$ cat src/rtl/i2s_frame_sched_if.sv
// i2s_frame_sched_if: AXI-stream sample port feeding the I2S frame scheduler
interface i2s_frame_sched_if #(parameter int DATA_WIDTH = 24);
    logic [DATA_WIDTH-1:0] tdata;
    logic                  tvalid;
    logic                  tlast;
    logic                  tready;
    modport master (output tdata, tvalid, tlast, input tready);
    modport slave (input tdata, tvalid, tlast, output tready);
endinterface

$ cat src/rtl/i2s_frame_sched.sv
// i2s_frame_sched: audio clock master and stereo frame scheduler for i2s_tx
module i2s_frame_sched #(
    parameter int DATA_WIDTH  = 24,
    parameter int MCLK_HALF   = 4,
    parameter int SCLK_RATIO  = 4,
    parameter int BITS_PER_CH = 32
) (
    input  logic                  clk,
    input  logic                  rst,
    input  logic                  i_en,
    i2s_frame_sched_if.slave      s,
    output logic                  o_mclk,
    output logic                  o_sclk,
    output logic                  o_lrck,
    output logic                  o_tx_load,
    output logic                  o_tx_chan,
    output logic [DATA_WIDTH-1:0] o_tx_data,
    output logic                  o_underrun,
    output logic                  o_sync_err
);
    localparam int P  = 2 * MCLK_HALF * SCLK_RATIO;
    localparam int MW = $clog2(2 * MCLK_HALF);
    localparam int QW = $clog2(P);
    localparam int BW = $clog2(2 * BITS_PER_CH);
    localparam logic [MW-1:0] M_LAST = MW'(2 * MCLK_HALF - 1);
    localparam logic [MW-1:0] M_HALF = MW'(MCLK_HALF);
    localparam logic [QW-1:0] Q_LAST = QW'(P - 1);
    localparam logic [QW-1:0] Q_HALF = QW'(P / 2);
    localparam logic [BW-1:0] B_LAST = BW'(2 * BITS_PER_CH - 1);
    localparam logic [BW-1:0] B_HALF = BW'(BITS_PER_CH);

    typedef enum logic [1:0] {IDLE, FETCH_L, FETCH_R, FULL} state_t;

    state_t                r_state;
    logic                  r_tready;
    logic [MW-1:0]         r_m;
    logic [QW-1:0]         r_q;
    logic [BW-1:0]         r_b;
    logic [DATA_WIDTH-1:0] r_fl, r_fr, r_ol, r_or;
    logic                  w_beat, w_wrap, w_right, w_load, w_full;

    // pos is held as three sub-counters (mclk phase, q, b) so no divider is needed
    assign s.tready = r_tready;
    assign w_beat   = s.tvalid && r_tready;
    assign w_wrap   = r_q == Q_LAST && r_b == B_LAST;
    assign w_right  = r_b == B_HALF;
    assign w_load   = r_q == '0 && (r_b == '0 || w_right);
    assign w_full   = r_state == FULL;

    always_ff @(posedge clk) begin
        if (rst || !i_en) begin
            r_state    <= IDLE;
            r_tready   <= 1'b0;
            r_m        <= '0;
            r_q        <= '0;
            r_b        <= '0;
            r_fl       <= '0;
            r_fr       <= '0;
            r_ol       <= '0;
            r_or       <= '0;
            o_mclk     <= 1'b0;
            o_sclk     <= 1'b0;
            o_lrck     <= 1'b0;
            o_tx_load  <= 1'b0;
            o_tx_chan  <= 1'b0;
            o_tx_data  <= '0;
            o_underrun <= 1'b0;
            o_sync_err <= 1'b0;
        end else begin
            r_m <= r_m == M_LAST ? '0 : r_m + 1'b1;
            r_q <= r_q == Q_LAST ? '0 : r_q + 1'b1;
            if (r_q == Q_LAST)
                r_b <= r_b == B_LAST ? '0 : r_b + 1'b1;
            o_mclk    <= r_m >= M_HALF;
            o_sclk    <= r_q >= Q_HALF;
            o_lrck    <= r_b >= B_HALF;
            o_tx_load <= w_load;
            if (w_load) begin
                o_tx_chan <= w_right;
                o_tx_data <= w_right ? r_or : r_ol;
            end
            o_underrun <= w_wrap && !w_full;
            o_sync_err <= w_beat && (s.tlast ? r_state == FETCH_L : r_state == FETCH_R);
            // a right beat landing on the boundary is captured but plays one frame later
            if (w_wrap) begin
                r_ol <= w_full ? r_fl : '0;
                r_or <= w_full ? r_fr : '0;
            end
            if (w_beat && !s.tlast)
                r_fl <= s.tdata;
            if (w_beat && s.tlast && r_state == FETCH_R)
                r_fr <= s.tdata;
            case (r_state)
                IDLE: begin
                    r_state  <= FETCH_L;
                    r_tready <= 1'b1;
                end
                FETCH_L: if (w_beat && !s.tlast) r_state <= FETCH_R;
                FETCH_R: if (w_beat && s.tlast) begin
                    r_state  <= FULL;
                    r_tready <= 1'b0;
                end
                default: if (w_wrap) begin
                    r_state  <= FETCH_L;
                    r_tready <= 1'b1;
                end
            endcase
        end
    end
endmodule

$ cat src/flat_wrapper.sv
// flat-port wrapper written by rule: the top's interface ports become plain ports
module i2s_frame_sched_flat 
#(
    parameter int DATA_WIDTH  = 24,
    parameter int MCLK_HALF   = 4,
    parameter int SCLK_RATIO  = 4,
    parameter int BITS_PER_CH = 32
)
  (clk, rst, i_en, o_mclk, o_sclk, o_lrck, o_tx_load, o_tx_chan, o_tx_data, o_underrun, o_sync_err, s_tdata, s_tvalid, s_tlast, s_tready);
  i2s_frame_sched_if #(.DATA_WIDTH(DATA_WIDTH)) s_i ();
  input  logic clk;
  input  logic rst;
  input  logic i_en;
  output logic o_mclk;
  output logic o_sclk;
  output logic o_lrck;
  output logic o_tx_load;
  output logic o_tx_chan;
  output logic [DATA_WIDTH-1:0] o_tx_data;
  output logic o_underrun;
  output logic o_sync_err;
  input wire logic [$bits(s_i.tdata)-1:0] s_tdata;
  input wire logic [$bits(s_i.tvalid)-1:0] s_tvalid;
  input wire logic [$bits(s_i.tlast)-1:0] s_tlast;
  output wire logic [$bits(s_i.tready)-1:0] s_tready;
  assign s_i.tdata = s_tdata;
  assign s_i.tvalid = s_tvalid;
  assign s_i.tlast = s_tlast;
  assign s_tready = s_i.tready;
  i2s_frame_sched #(.DATA_WIDTH(DATA_WIDTH), .MCLK_HALF(MCLK_HALF), .SCLK_RATIO(SCLK_RATIO), .BITS_PER_CH(BITS_PER_CH)) u_core (.clk(clk), .rst(rst), .i_en(i_en), .s(s_i), .o_mclk(o_mclk), .o_sclk(o_sclk), .o_lrck(o_lrck), .o_tx_load(o_tx_load), .o_tx_chan(o_tx_chan), .o_tx_data(o_tx_data), .o_underrun(o_underrun), .o_sync_err(o_sync_err));
endmodule
$ cat config.mk
export PLATFORM = sky130hd
export DESIGN_NAME = i2s_frame_sched_flat
export DESIGN_NICKNAME = d
export VERILOG_FILES = /design/src/rtl/i2s_frame_sched_if.sv /design/src/rtl/i2s_frame_sched.sv /design/src/flat_wrapper.sv
export SDC_FILE = /design/constraint.sdc
export NUM_CORES = 1
export LEC_CHECK = 0
export CAP_MARGIN = 20
export CORE_ASPECT_RATIO = 2
export CORE_MARGIN = 2
export CORE_UTILIZATION = 37
export DETAILED_ROUTE_END_ITERATION = 12
export SKIP_LAST_GASP = 1
export SYNTH_ARGS = -nofsm -noshare
export SYNTH_HDL_FRONTEND = slang
export SYNTH_SLANG_ARGS = --single-unit
export TNS_END_PERCENT = 100
$ cat constraint.sdc
create_clock -name clk -period 2.2 [get_ports clk]
set_input_delay 0.66 -clock clk [delete_from_list [all_inputs] [get_ports clk]]
set_output_delay 0.66 -clock clk [all_outputs]
set_load 0.01 [all_outputs]
[After elaboration in Yosys (flattened, before gate mapping)]
Index checks and enable logic that the tools add are counted.
Word-level totals
  logic and storage cells: 67
  register bits: 144
Operators by class
  magnitude comparators: 3
  reduce and logical (&&, ||, !) cells: 22
  bitwise logic cells: 1
  multiplexer cells: 12
  equal/unequal tests: 9
  add/sub/neg operators: 3
Operator list (count)
  two-way mux 24 bit: 3
  equality test 6 bit, second input constant: 2
  logical AND 1 bit: 8
  adder 6 x 1 -> 6 bit, second input constant: 1
  >= comparator 6 bit, second input constant: 1
  zero test 6 bit: 1
  two-way mux 2 bit: 3
  two-way mux 6 bit: 1
  case mux 2 bit (3 select lines): 1
  AND reduction 3 bit: 2
  adder 5 x 1 -> 5 bit, second input constant: 1
  equality test 5 bit, second input constant: 1
  >= comparator 5 bit, second input constant: 1
  zero test 5 bit: 1
  equality test 2 bit, second input constant: 2
  != test 2 bit, second input constant: 2
  nonzero test 4 bit: 1
  OR reduction 2 bit: 2
  adder 3 x 1 -> 3 bit, second input constant: 1
  equality test 3 bit, second input constant: 1
  >= comparator 3 bit, second input constant: 1
  zero test 1 bit: 3
  two-way mux 1 bit: 3
  case mux 1 bit (3 select lines): 1
  5 further kinds: 6

[Depth between registers and ports, before layout]
  word-level depth: 4
  mapped depth: 8

[Worst setup path after synthesis]
OpenSTA, ideal clock, no wires.
  path kind: flip-flop to flip-flop
  start point: reg u_core.r_q[0]
  end point: reg u_core.r_ol[17]
  buffers on the path: 2
  clock period less this slack: 1.783 ns
  path slack: 0.417 ns
  cell stages (with the launch flop): 9
  arrival time: 1.666 ns
  setup time: 0.117 ns
  cells stage by stage: dfxtp_1 ha_1 and3_1 ha_1 and3_1 and3_4 buf_6 buf_6 a22o_1
Between the ends
  cells in the longest elaborated chain, start to end: 2
Ends and longest elaborated chain
  start, declared: line i2s_frame_sched.sv:37  | logic [QW-1:0] r_q;
  start signal, assigned: line i2s_frame_sched.sv:71  | r_q <= r_q == Q_LAST ? '0 : r_q + 1'b1;
  equality test 5 bit: line i2s_frame_sched.sv:45  | assign w_wrap = r_q == Q_LAST && r_b == B_LAST;
  logical AND 1 bit: line i2s_frame_sched.sv:45
  end signal, assigned: line i2s_frame_sched.sv:86  | r_ol <= w_full ? r_fl : '0;
  end, declared: line i2s_frame_sched.sv:39  | logic [DATA_WIDTH-1:0] r_fl, r_fr, r_ol, r_or;
Every way passes these cells.
A chain may end at the register's enable or synchronous reset.

[Worst setup path after layout]
  start point: reg u_core.r_tready, in the netlist u_core.s.tready
  end point: out s_tready
RTL lines
  start, declared: line i2s_frame_sched.sv:35  | logic r_tready;
  start signal, assigned: line i2s_frame_sched.sv:53  | r_tready <= 1'b0;
  start signal, assigned: line i2s_frame_sched.sv:96  | r_tready <= 1'b1;
  start signal, assigned: line i2s_frame_sched.sv:101  | r_tready <= 1'b0;
  end, declared: line flat_wrapper.sv:25  | output wire logic [$bits(s_i.tready)-1:0] s_tready;
No word-level cell between the ends.

==> metrics.cfg <==
[run_status]
status=completed

[timing]
max_freq_mhz=484
setup_ws_ns=0.135
setup_viol=0
slew_viol_final=0
setup_tns_ns=0
tightest_slew_ns=0.335
grt_setup_unrepaired=no
whs_ns=0.452
hold_viol_final=0
layout_min_cycle_time_ns=2.06
fin_skew_ns=0.00709
post-route-period-util_pct=93.8
max-slew-margin-rel_pct=77.7

[critical_path]
worst-r2r-setup-slack_ns=0.31
path_cells=clkdlybuf4s50_1
max_stage_delay_ns=0.57
critical_path_class=reg -> out
endpoint_kind=output port
critPathLaunchType=register
required_ns=1.54
crit_slowest_cell=clkdlybuf4s50_1
worst-endpoint-arrival_ns=1.40
critPathBufInv=1
critPathTopFamily=buffers and inverters
path_max_fanout=6

[clocking]
cts_hold_buf=0
worstSkewPairLatency_ns=0.41
htree_levels=4
post_cts_resized=0
clock_sink_count=144
cts_root_buf=clkbuf_16
path_clk_slew_ns=0.06
clk_path_buf_depth=2
cts_buffers=17
postCtsSetupBuffers=0
cts_tree=yes

[power_and_ir_drop]
internal_power_w=0.00444
powerDensity_mw_per_mm2=851
switching_power_w=0.00127
leakagePower_nw=2.53
clock_power_share_pct=48.3
p_comb_share_pct=5.2
seq_power_share_pct=46.5
switching_share_pct=22.3
peakVddDrop_uv=559

[floorplanning]
dieArea_sq_mm=0.0153
die_w_microns=88.4
io_pins=61
die_y_microns=173
core_area_sq_mm=0.0139
start_util_pct=38.0
num_rows=61

[grt]
grt_pass1_vias=3954
grt_pass1_wl_mm=19.1
antenna_found_initial=0
grtUsageTotal_pct=16.3
overflow=0
grt_max_degree=65

[logic_synthesis]
synth.avg_cell_area_sq_um=9.72
syn_inst=543
yosys_warnings=0
mappedNetlistArea_sq_mm=0.00528
synth_fp_nets=585
seq_area_frac_synth_pct=54.6
ys_seq_elements=144
synth_cell_type_count=38

[placed_design]
hpwl_mm=8.13
port_buffers=60
placed_cell_area_sq_mm=0.00615
place_ws_ns=0.0549
place_congestion=0.708

[final_layout]
final_nets=643
layout-drive-gt1-share_pct=9.14
post-route-cell-area_sq_mm=0.00671
n_antenna_cell=0
area_delta_synth_final_pct=27.2

[drt]
dr.pass1.iters=4
route.vias.total=4013
ant_nets=0
first_iter_violations=131
drc=0
wl_per_cell_microns=14.7
drt-vias-per-instance=5.00
routed_wl_mm=11.8

[flow_run]
cap_violations=0

[min_path]
hp-class=reg -> reg

==> placed cells by master, fill, tap and decap left out, drive strengths merged, types with 4 or more instances in the layout <==
master	Yosys	final
nand3	4	4
clkbuf	15	18
clkinv	0	7
ha	13	13
and2	5	5
nor3b	4	4
o21ai	25	25
inv	9	11
buf	25	19
a21oi	73	73
xor2	4	4
a22o	48	48
nand2	102	102
clkdlybuf4s50	0	60
nor3	6	6
mux2i	26	26
nor2	12	12
dfxtp	144	144
==> power by group through the flow <==
stage	registers, W	clock network [W]	logic [W]
3_3_place_gp	0.00271	0	0.000295
5_1_grt	0.00266	0.00294	0.000323
3_5_place_dp	0.00271	0	0.000299
2_1_floorplan	0.00272	0	0.000138
4_1_cts	0.00265	0.00282	0.000300
6_report	0.00265	0.00276	0.000297
==> path summary, 6_finish.rpt <==
path / start / to / depth (start not counted)
min reg2reg: u_core.r_fl[12] / u_core.r_fl[12] / 2
max reg2reg: u_core.r_q[0] / u_core.r_or[2] / 7
max: u_core.s.tready / s_tready / 1
min: u_core.r_fl[12] / u_core.r_fl[12] / 2
==> flip-flops by register name, summed over array words and instances (netlist names), 2 cells and up <==
name	count
u_core.o_tx_data	24
u_core.r_fl	24
u_core.r_fr	24
u_core.r_ol	24
u_core.r_or	24
u_core.r_b	6
u_core.r_q	5
u_core.r_m	3
u_core.r_state	2
==> cell usage after synthesis <==
cell type	n	area [sq um]
inv_1	9	33.8
o2111ai_1	1	8.76
and3_1	2	12.5
buf_4	5	37.5
or3_1	1	6.26
o21ai_0	24	120
buf_1	4	15.0
nand3b_1	2	15.0
a22o_1	48	420
buf_2	10	50.1
o31ai_1	1	7.51
dfxtp_1	144	2880
buf_6	6	67.6
nand4_1	3	18.8
o311a_1	1	10.0
and2_1	5	31.3
a31oi_1	1	6.26
nor3b_1	4	30.0
nor4b_2	1	15.0
nor2_1	12	45.0
nand3_1	4	20.0
mux2i_1	26	260
o2111a_1	1	11.3
nand2b_1	3	18.8
and4b_1	1	10.0
nand2_1	102	383
o21ai_1	1	5.00
and3_4	1	11.3
a311oi_1	1	8.76
xnor2_1	3	26.3
ha_1	13	163
nor3_1	6	30.0
a211oi_1	2	15.0
and4_1	2	17.5
clkbuf_1	15	56.3
xor2_1	4	35.0
a21oi_1	73	365
nor2b_1	1	6.26
==> per-stage QoR <==
| step | instances | util [%] | power [W] |
|---|---|---|---|
| 2_1_floorplan | 543 | - | 0.00285 |
| 3_3_place_gp | 771 | 44.2 | 0.00300 |
| 3_5_place_dp | 771 | 44.2 | 0.00301 |
| 4_1_cts | 802 | 48.3 | 0.00577 |
| 5_1_grt | 802 | 48.3 | 0.00592 |
| 6_report | 802 | 48.3 | 0.00571 |
==> layer usage <==
layer / global-route usage, % / vias to the layer above / wire, microns
met5: 0 / - / 0
met4: 7.07 / 0 / 296
met3: 4.20 / 25 / 395
met2: 29.9 / 77 / 6610
met1: 16.5 / 1902 / 4490
li1: - / 2009 / -
==> cell type report <==
type                            instances  area (sq um)
Fill cell                            1396          7180
Multi-Input combinational cell        350          2150
Clock buffer                           18           429
Tap cell                              189           236
Clock inverter                         13           139
Inverter                                9          33.8
Timing Repair Buffer                   79           843
Sequential cell                       144          2880
==> cell families after synthesis <==
| kind of cell | synth area share [%] |
|---|---|
| multiplexers | 4.93 |
| flip-flops | 54.6 |
| AO/OA/AOI/OAI | 18.5 |
| buffers and inverters | 4.93 |
| XOR/XNOR | 1.16 |
| adder cells (fa/ha/maj) | 3.08 |
| AND/OR/NAND/NOR | 12.7 |
Power figures use the tool's default switching activity.
